--- config.mk ---
export PLATFORM = sky130hd
export DESIGN_NAME = pipe_scheduler
export DESIGN_NICKNAME = d
export VERILOG_FILES = /design/src/rtl/pipe_scheduler.sv
export SDC_FILE = /design/constraint.sdc
export NUM_CORES = 1
export LEC_CHECK = 0
export ABC_AREA = 1
export CAP_MARGIN = 25
export CELL_PAD_IN_SITES_DETAIL_PLACEMENT = 0
export CELL_PAD_IN_SITES_GLOBAL_PLACEMENT = 1
export CORE_ASPECT_RATIO = 0.8
export CORE_UTILIZATION = 35
export DETAILED_ROUTE_END_ITERATION = 12
export PLACE_DENSITY_LB_ADDON = 0.1
export SLEW_MARGIN = 5
export SYNTH_ARGS = -nofsm -noshare
export SYNTH_HDL_FRONTEND = slang
export SYNTH_SLANG_ARGS = --single-unit
--- constraint.sdc ---
create_clock -name clk -period 1.64 [get_ports clk]
set_input_delay 0.164 -clock clk [delete_from_list [all_inputs] [get_ports clk]]
set_output_delay 0.164 -clock clk [all_outputs]
set_load 0.005 [all_outputs]
--- src/rtl/pipe_scheduler.sv ---
// Pipe-field sequencer for the 16x16 LED game: paces left shifts of the pipe field,
// builds the column entering at the right edge, and tightens the pace as pipes spawn.
module pipe_scheduler #(
    parameter int unsigned TICK_DIV    = 16,
    parameter int unsigned TICK_MIN    = 4,
    parameter int unsigned TICK_STEP   = 2,
    parameter int unsigned LEVEL_PIPES = 8,
    parameter int unsigned PIPE_W      = 2,
    parameter int unsigned SPACING     = 6,
    parameter int unsigned GAP_H       = 4
) (
    input  logic        clk,
    input  logic        RST,
    input  logic        go,
    input  logic        Over,
    output logic        shift,
    output logic [15:0] newCol,
    output logic        spawn,
    output logic [3:0]  gapTop,
    output logic [3:0]  level,
    output logic        running
);
    localparam int unsigned TW   = $clog2(TICK_DIV + 1);
    localparam int unsigned NCOL = PIPE_W + SPACING;
    localparam int unsigned CW   = (NCOL > 1) ? $clog2(NCOL) : 1;
    localparam int unsigned PCW  = (LEVEL_PIPES > 1) ? $clog2(LEVEL_PIPES) : 1;

    localparam logic [TW-1:0]  PERIOD_INIT = TW'(TICK_DIV);
    localparam logic [TW-1:0]  PERIOD_MIN  = TW'(TICK_MIN);
    localparam logic [TW-1:0]  PERIOD_STEP = TW'(TICK_STEP);
    localparam logic [CW-1:0]  COL_LAST    = CW'(NCOL - 1);
    localparam logic [CW-1:0]  COL_PIPE    = CW'(PIPE_W);
    localparam logic [PCW-1:0] PIPES_LAST  = PCW'(LEVEL_PIPES - 1);
    localparam logic [3:0]     GAP_LIMIT   = 4'(16 - GAP_H);
    localparam logic [15:0]    GAP_MASK    = 16'((32'd1 << GAP_H) - 32'd1);

    typedef enum logic [1:0] {
        IDLE,
        RUN,
        OVER
    } state_t;

    state_t         state;
    logic [7:0]     lfsr;
    logic           lfsr_fb;
    logic [TW-1:0]  tick;
    logic [TW-1:0]  period;
    logic [TW-1:0]  period_next;
    logic [CW-1:0]  col;
    logic [PCW-1:0] pipes;
    logic [3:0]     gap_new;
    logic [3:0]     gap_sel;

    always_comb begin
        lfsr_fb = lfsr[7] ^ lfsr[5] ^ lfsr[4] ^ lfsr[3];
        // Gaps that would run off the bottom row fold back up by 8 rows.
        gap_new = (lfsr[3:0] > GAP_LIMIT) ? lfsr[3:0] - 4'd8 : lfsr[3:0];
        gap_sel = (col == '0) ? gap_new : gapTop;
        period_next = (32'(period) < TICK_MIN + TICK_STEP) ? PERIOD_MIN
                                                           : period - PERIOD_STEP;
    end

    always_ff @(posedge clk) begin
        if (RST) begin
            state   <= IDLE;
            lfsr    <= 8'hA5;
            tick    <= '0;
            period  <= PERIOD_INIT;
            col     <= '0;
            pipes   <= '0;
            shift   <= 1'b0;
            spawn   <= 1'b0;
            newCol  <= '0;
            gapTop  <= '0;
            level   <= '0;
            running <= 1'b0;
        end else begin
            lfsr  <= {lfsr[6:0], lfsr_fb};
            shift <= 1'b0;
            spawn <= 1'b0;
            case (state)
                IDLE: begin
                    if (Over) begin
                        state   <= OVER;
                        running <= 1'b0;
                    end else if (go) begin
                        state   <= RUN;
                        running <= 1'b1;
                        tick    <= '0;
                        col     <= '0;
                    end
                end
                RUN: begin
                    // Over takes priority over a coinciding tick wrap, so no shift leaks out.
                    if (Over) begin
                        state   <= OVER;
                        running <= 1'b0;
                    end else if (tick == period - TW'(1)) begin
                        tick   <= '0;
                        shift  <= 1'b1;
                        newCol <= (col < COL_PIPE) ? ~(GAP_MASK << gap_sel) : '0;
                        col    <= (col == COL_LAST) ? '0 : col + CW'(1);
                        if (col == '0) begin
                            gapTop <= gap_new;
                            spawn  <= 1'b1;
                            if (pipes == PIPES_LAST) begin
                                pipes  <= '0;
                                period <= period_next;
                                if (level != 4'hF) level <= level + 4'd1;
                            end else begin
                                pipes <= pipes + PCW'(1);
                            end
                        end
                    end else begin
                        tick <= tick + TW'(1);
                    end
                end
                default: begin
                    running <= 1'b0;
                end
            endcase
        end
    end
endmodule

==> out/qor.yml, run 1 <==
status: "finished, violations left"
violations: "negative setup slack"
top_usage_layer: "met1"
grt_first_pass_wirelength_um: 9960
synthArstFlopShare_pct: 0
grt_max_degree: 20
hold_path.class: "reg -> reg"
drtPass1Iterations: 4
vdd_drop_max_mv: 0.405
rows: 26
finalMaxSlewViolations: 0
start_util_pct: 37.0
ys.flop_type: "dfxtp_1"
hold_buffers: 0
maxCapViolations: 0
wl_um: 5720
final_common_cell: "dfxtp_1"
period_share_pct: 108
ys_seq_area_share_pct: 43.1
io_pins: 31
yosys_warnings: 0
critical_path.max_stage_delay_ps: 370
antenna_found_initial: 0
area_growth_pct: 38.5
io_buffers: 30
max_slew_margin_pct: 63.8
cts_htree_levels: 2
antenna_cells: 0
crit_arrival_ps: 2010
drt_iter0_drc: 74
worst_setup_path_start_kind: "flop"
grt_pass1_vias: 2102
setup_ws_ps: -123
syn_inst: 324
cts_tree: "built"
vias: 2248
synth_cell_types: 29
critPathSlowestCell: "dfxtp_4"
root_buffer: "clkbuf_8"
ys_ff_latch: 52
dp_cells: 465
clockBufferDepth: 2
die_y_um: 76.3
num-nets-final: 408
grt_use_met3_pct: 3.89
cp-end-kind: "flop"
dp_hpwl_um: 4170
gr-usage-all-layers_pct: 17.4
grt_use_met2_pct: 23.7
synth_edf_count: 0
setup_violations: 29
use_met1_pct: 27.1
crit_top_cell: "nand2_2"
tightest_slew_ps: 542
utilization_pct: 51.2
numClockSinks: 52
numCtsBuffers: 5
crit_type: "reg -> reg"
required_ps: 1890
clkTransAtPathRegs_ps: 100
grt_overflow_total: 0
syn-cell-area_um2: 2420
clock.fmax_mhz: 567
drive_gt1_share_pct: 25.2
dieArea_um2: 7240
min_period_ps: 1760
layout_common_cells: "dfxtp_1 (50), nand2_1 (47), buf_4 (36)"
postRouteAntennaNets: 0
clock_skew_ps: 6.32
clock_latency_ps: 310
coreArea_um2: 6540
hold_viol_final: 0
drc: 0
drt-wirelength-per-cell_um: 12.0
avgSynthCellArea_um2: 7.46
grt_setup_unrepaired: "yes"
die_w_um: 94.9
p_per_area_nw_per_um2: 696
critPathMaxFanout: 5
gp_congestion: 0.834
cp_cell_sequence: "inv_4, ha_4, inv_2, nand2_2, nand4_1, nor2_2, nand2_2, nor2_4, buf_6, buf_12, o211ai_1, a21oi_1"
p_leak_nw: 1.43
synth_fp_nets: 340
stdcell_count: 477
via_per_inst: 4.71
## state kept, by name, indices dropped and copies added (netlist names)
name     cells
pipes        3
state        2
tick         5
newCol      16
shift        1
gapTop       4
level        4
col          3
period       4
spawn        1
lfsr         8
running      1
## critical path, delay by kind of cell (launching register included)
family          cells  cell delay (ps)
compound gates      2              220
fa+ha+maj           1              270
buf+inv             4              330
flops               1              370
simple gates        5              500
## synth_stat cells, drive strengths merged, types with 5 or more instances
| cell type | number | area share [%] |
|---|---|---|
| a21oi | 17 | 3.7 |
| buf | 5 | 1.7 |
| clkbuf | 5 | 0.78 |
| dfxtp | 52 | 43 |
| ha | 12 | 6.2 |
| inv | 41 | 6.4 |
| nand2 | 57 | 9.3 |
| nand3 | 25 | 5.2 |
| nand4 | 8 | 2.1 |
| nor2 | 38 | 6.5 |
| o21ai | 40 | 8.4 |
| xor2 | 5 | 1.8 |
## timing repair
| item | in CTS | in global routing |
|---|---|---|
| cloned | 1 | 0 |
| setup buffers | 2 | 1 |
| gates resized for setup | 20 | 18 |
| pin swaps | 3 | 13 |
| setup endpoints to repair | 29 | 40 |
## final cells by class
| cell class | instances | area (µm²) |
|---|---|---|
| inverter | 42 | 165 |
| clock inverter | 3 | 21.3 |
| tap | 84 | 105 |
| fill | 649 | 3190 |
| multi-input combinational | 221 | 1320 |
| sequential | 52 | 1050 |
| clock buffer | 5 | 68.8 |
| timing repair buffer | 70 | 624 |
## path summary, 6_finish.rpt
check	startpoint	end	slack (ps)	cells past startpoint
setup / recovery	period[1]	newCol[3]	-120	12
hold / removal	lfsr[6]	lfsr[7]	420	1
setup reg to reg	period[1]	newCol[3]	-120	12
hold reg to reg	lfsr[6]	lfsr[7]	420	1
## report_power, final
part / leakage, nW / switching [mW] / internal, mW
combinational: 0.962 / 0.150 / 0.115
sequential: 0.423 / 0.0170 / 1.28
clock: 0.0445 / 0.460 / 0.304
## metal layers
layer | vias to the layer above | share of wire, %
met5 | - | 0
met4 | 0 | 0.37
met3 | 2 | 2.7
met2 | 20 | 40
met1 | 1025 | 57
li1 | 1201 | -
## metrics by stage
step	hold WS [ps]	total power [mW]	TNS (ps)	area, µm²	worst slack, ps
2_1_floorplan	264	1.47	-10.4	2450	-6.56
3_3_place_gp	393	1.57	-1640	3080	-166
3_5_place_dp	397	1.57	-2920	3080	-177
4_1_cts	423	2.36	-1310	3270	-97.0
5_1_grt	426	2.45	-6080	3350	-231
6_report	422	2.33	-1650	3350	-123
## cell families (layout without fill, tap and decap cells)
| logic type | count (synthesis) | in the layout | synth area share, % |
|---|---|---|---|
| AND/OR/NAND/NOR | 136 | 137 | 24.9 |
| AO/OA/AOI/OAI | 66 | 66 | 14.6 |
| flip-flops | 52 | 52 | 43.1 |
| buffers and inverters | 52 | 120 | 9.01 |
| adder cells (fa/ha/maj) | 12 | 12 | 6.21 |
| XOR/XNOR | 6 | 6 | 2.17 |
Power figures use the tool's default switching activity.
==> run 2, diff against run 1 <==
- CAP_MARGIN: 25 -> 40
- DONT_BUFFER_PORTS: default -> 1
==> out/qor.yml, run 2 (same netlist as run 1, synthesis figures left out) <==
status: "finished, violations left"
violations: "negative hold slack, negative setup slack"
numCtsBuffers: 5
multi_input_area_um2: 1310
seqCellArea_um2: 1050
antenna_found_initial: 0
worst_setup_path_start_kind: "flop"
grt_max_degree: 21
crit_arrival_ps: 2010
gr-usage-all-layers_pct: 17.6
regToRegSetupSlack_ps: -120
required_ps: 1900
die_y_um: 76.3
clkTransAtPathRegs_ps: 100
final_common_cell: "dfxtp_1"
start_util_pct: 37.0
drive_gt1_share_pct: 27.8
rows: 26
largest_reg_flops: 16
via_per_inst: 4.75
io_pins: 31
max_slew_margin_pct: 64.0
drt-wirelength-per-cell_um: 12.7
stdcell_count: 458
coreArea_um2: 6540
root_buffer: "clkbuf_8"
grt_overflow_total: 0
clockBufferDepth: 2
hold_buffers: 11
wl_um: 5810
drt_iter0_drc: 77
area_growth_pct: 31.2
drtPass1Iterations: 4
fillers: 678
grt_pass1_vias: 2130
crit_type: "reg -> reg"
dieArea_um2: 7240
cts_htree_levels: 2
setup_ws_ps: -115
hold_path.class: "in -> reg"
total_power_mw: 2.35
grt_first_pass_wirelength_um: 10100
dp_hpwl_um: 4040
grt_setup_unrepaired: "yes"
dp_cells: 435
gp_congestion: 0.800
finalMaxSlewViolations: 0
numClockSinks: 52
min_period_ps: 1760
dp_worst_setup_slack_ps: -110
die_w_um: 94.9
cp-end-kind: "flop"
vias: 2177
critPathMaxFanout: 4
whs_ps: -89.0
cts_tree: "built"
hold_viol_final: 7
fin_setup_tns_ps: -3160
antenna_cells: 0
reg.largest.list: "newCol x16, lfsr x8, tick x5"
clock_latency_ps: 310
clock.fmax_mhz: 570
io_buffers: 0
setup_violations: 39
vdd_drop_max_mv: 0.365
drc: 0
p_leak_nw: 1.40
clock_skew_ps: 6.75
maxCapViolations: 0
largest_register: "newCol"
tightest_slew_ps: 540
layout_common_cells: "dfxtp_1 (50), nand2_1 (46), buf_4 (33)"
p_per_area_nw_per_um2: 742
postRouteAntennaNets: 0
num-nets-final: 389
period_share_pct: 107
==> run 2: layout make-up <==
cell class,instances,share of cell area (%)
multi-input cells,220,41.1
flip-flops and latches,52,33.0
repair buffers,52,14.4
well taps,84,3.31
inverters,42,5.29
clock buffers,7,2.72
clock inverters,1,0.197
==> run 2: path summary, 6_finish.rpt <==
path | start | endpoint | depth (start not counted)
setup reg to reg | period[1] | period[4] | 13
setup / recovery | period[1] | period[4] | 13
hold reg to reg | newCol[3] | newCol[3] | 2
hold / removal | RST | level[1] | 1
==> run 2: per-stage QoR <==
step / area (µm²) / utilization (%)
after floorplan: 2450 / -
after global placement: 2790 / 42.7
after detailed placement: 2790 / 42.7
after CTS: 3090 / 47.3
after global routing: 3170 / 48.5
final: 3170 / 48.5
==> run 2: critical path, cell delays in order, from the launching register on <==
cell     delay, ps
dfxtp_4        370
inv_4           40
ha_4           270
inv_2           30
nand2_1         50
nand4_1         80
nor2_2         130
nand2_2         80
nor2_4         180
buf_6          130
nand2_4         60
nor2_4         150
nand3_1         90
nand2_1         60
==> run 2: report_power, final <==
part           leakage [nW]  internal (mW)  switching (mW)  total, mW
logic                 0.932          0.127           0.151      0.277
registers             0.423           1.28          0.0160       1.30
clock network        0.0488          0.346           0.430      0.776
total                  1.40           1.76           0.597       2.35
==> run 2: layer usage <==
| layer | track usage [%] | share of wire (%) |
|---|---|---|
| met5 | 0 | 0 |
| met4 | 5.00 | 1.0 |
| met3 | 4.59 | 3.7 |
| met2 | 26.0 | 41 |
| met1 | 25.0 | 54 |
==> run 2: repair_timing <==
action / 4_1_cts / 5_1_grt
setup endpoints to repair: 31 / 40
gates cloned: 1 / 1
gates resized for setup: 22 / 36
pin swaps: 1 / 18
endpoints found under the hold margin: 18 / 8
buffers inserted: 2 / 2
==> run 3, diff against run 2 <==
- CELL_PAD_IN_SITES_GLOBAL_PLACEMENT: 1 -> 2
- CORE_UTILIZATION: 35 -> 32
- SKIP_LAST_GASP: default -> 1
==> out/qor.yml, run 3 (same netlist as run 1, synthesis figures left out) <==
drt_iter0_drc: 59
crit_top_cell: "buf_12"
antenna_found_initial: 0
grt_setup_unrepaired: "yes"
start_util_pct: 34.1
critical_path.max_stage_delay_ps: 370
worst_setup_path_start_kind: "flop"
clkTransAtPathRegs_ps: 100
hold_path.class: "in -> reg"
root_buffer: "clkbuf_8"
min_period_ps: 1770
fillers: 710
required_ps: 1840
dieArea_um2: 7910
antenna_cells: 0
gp_congestion: 0.766
maxCapViolations: 0
hp-start: "RST"
period_share_pct: 108
vias: 2127
grt_overflow_total: 0
clock_latency_ps: 300
setup_violations: 39
cts_htree_levels: 2
largest_register: "newCol"
clock_skew_ps: 6.44
io_buffers: 0
max_slew_margin_pct: 49.5
p_per_area_nw_per_um2: 797
crit_buf_inv: 5
grt_first_pass_wirelength_um: 10100
finalMaxSlewViolations: 0
clock.fmax_mhz: 566
total_power_mw: 2.50
numClockSinks: 52
regToRegSetupSlack_ps: -130
worstReg2RegStart: "period[1]"
critPathSlowestCell: "dfxtp_4"
drt-wirelength-per-cell_um: 13.5
clockBufferDepth: 2
cp_top_family: "simple AND/OR/NAND/NOR gates"
largest_reg_flops: 16
dp_worst_setup_slack_ps: -92.3
utilization_pct: 44.1
vdd_drop_max_mv: 0.322
drtPass1Iterations: 4
drc: 0
postRouteAntennaNets: 0
die_y_um: 79.7
io_pins: 31
crit_type: "reg -> reg"
layout_common_cells: "dfxtp_1 (49), nand2_1 (44), inv_1 (32)"
die_w_um: 99.2
status: "finished, violations left"
crit_arrival_ps: 1970
wl_um: 6030
rows: 27
area_growth_pct: 29.5
dp_hpwl_um: 4280
r2r-end: "gapTop[1]"
num-nets-final: 376
gr-usage-all-layers_pct: 16.1
critPathMaxFanout: 18
setup_ws_ps: -128
cts_tree: "built"
worstRegToRegCells: 13
numCtsBuffers: 5
hold_end: "gapTop[0]"
p_leak_nw: 1.35
cp_cell_sequence: "inv_4, ha_4, inv_2, nand2_1, nand4_1, nor2_2, nand2_2, nor2_4, buf_12, buf_12, inv_8, o21ai_4, a21oi_2"
cp-end-kind: "flop"
grt_max_degree: 22
via_per_inst: 4.75
hold_viol_final: 0
drive_gt1_share_pct: 26.6
tightest_slew_ps: 755
reg.largest.list: "newCol x16, lfsr x8, tick x5"
violations: "negative setup slack"
min_path_cells: 2
final_common_cell: "dfxtp_1"
grt_pass1_vias: 2050
coreArea_um2: 7090
## run 3: metrics by stage
stage          cells  hold WS [ps]  cell area (µm²)  setup TNS [ps]
2_1_floorplan    324           264             2450           -10.4
3_3_place_gp     431           237             2750            -387
3_5_place_dp     431           237             2750            -939
4_1_cts          443          15.4             2940           -1730
5_1_grt          448          2.40             3130           -7470
6_report         448          19.0             3130           -3020
## run 3: what timing repair did
action / CTS / global route
resized for setup: 9 / 36
endpoints found under the setup margin: 32 / 40
hold endpoints to repair: 18 / 0
setup buffers: 1 / 4
pin swaps: 1 / 9
gates cloned: 1 / 1
hold buffers: 2 / 0
## run 3: worst max path at each step
stage               cells past startpoint         to  startpoint  slack [ps]
floorplan                              13  newCol[9]   period[1]          -7
global placement                       11  newCol[9]      col[0]        -110
detailed placement                     12  gapTop[1]   period[1]         -90
CTS                                    12  gapTop[1]   period[1]        -110
global route                           13  gapTop[2]   period[1]        -230
finish                                 13  gapTop[1]   period[1]        -130
## run 3: area by class of cell
class | count | area, µm² | share of cell area, %
inverter | 42 | 168 | 5.36
clock inverter | 2 | 38.8 | 1.24
tap | 87 | 109 | 3.48
clock buffer | 6 | 82.6 | 2.64
multi-input combinational | 221 | 1320 | 42.3
timing repair buffer | 38 | 360 | 11.5
sequential | 52 | 1050 | 33.5
## run 3: where the power goes
| part | internal (mW) | total, mW | leakage (nW) | switching [mW] |
|---|---|---|---|---|
| Combinational | 0.108 | 0.259 | 0.867 | 0.151 |
| Sequential | 1.28 | 1.30 | 0.424 | 0.0160 |
| Clock | 0.500 | 0.936 | 0.0614 | 0.436 |
## run 3: worst register-to-register path, stage by stage (launching register included)
cell	delay [ps]
dfxtp_4	370
inv_4	40
ha_4	260
inv_2	30
nand2_1	50
nand4_1	80
nor2_2	120
nand2_2	90
nor2_4	140
buf_12	120
buf_12	130
inv_8	60
o21ai_4	130
a21oi_2	40
## run 3: layer usage
layer	vias to the layer above	GRT usage [%]	share of wire, %
li1	1133	-	-
met1	962	23.8	55
met2	30	23.6	41
met3	2	4.03	4.3
met4	0	3.09	0.40
met5	-	0	0
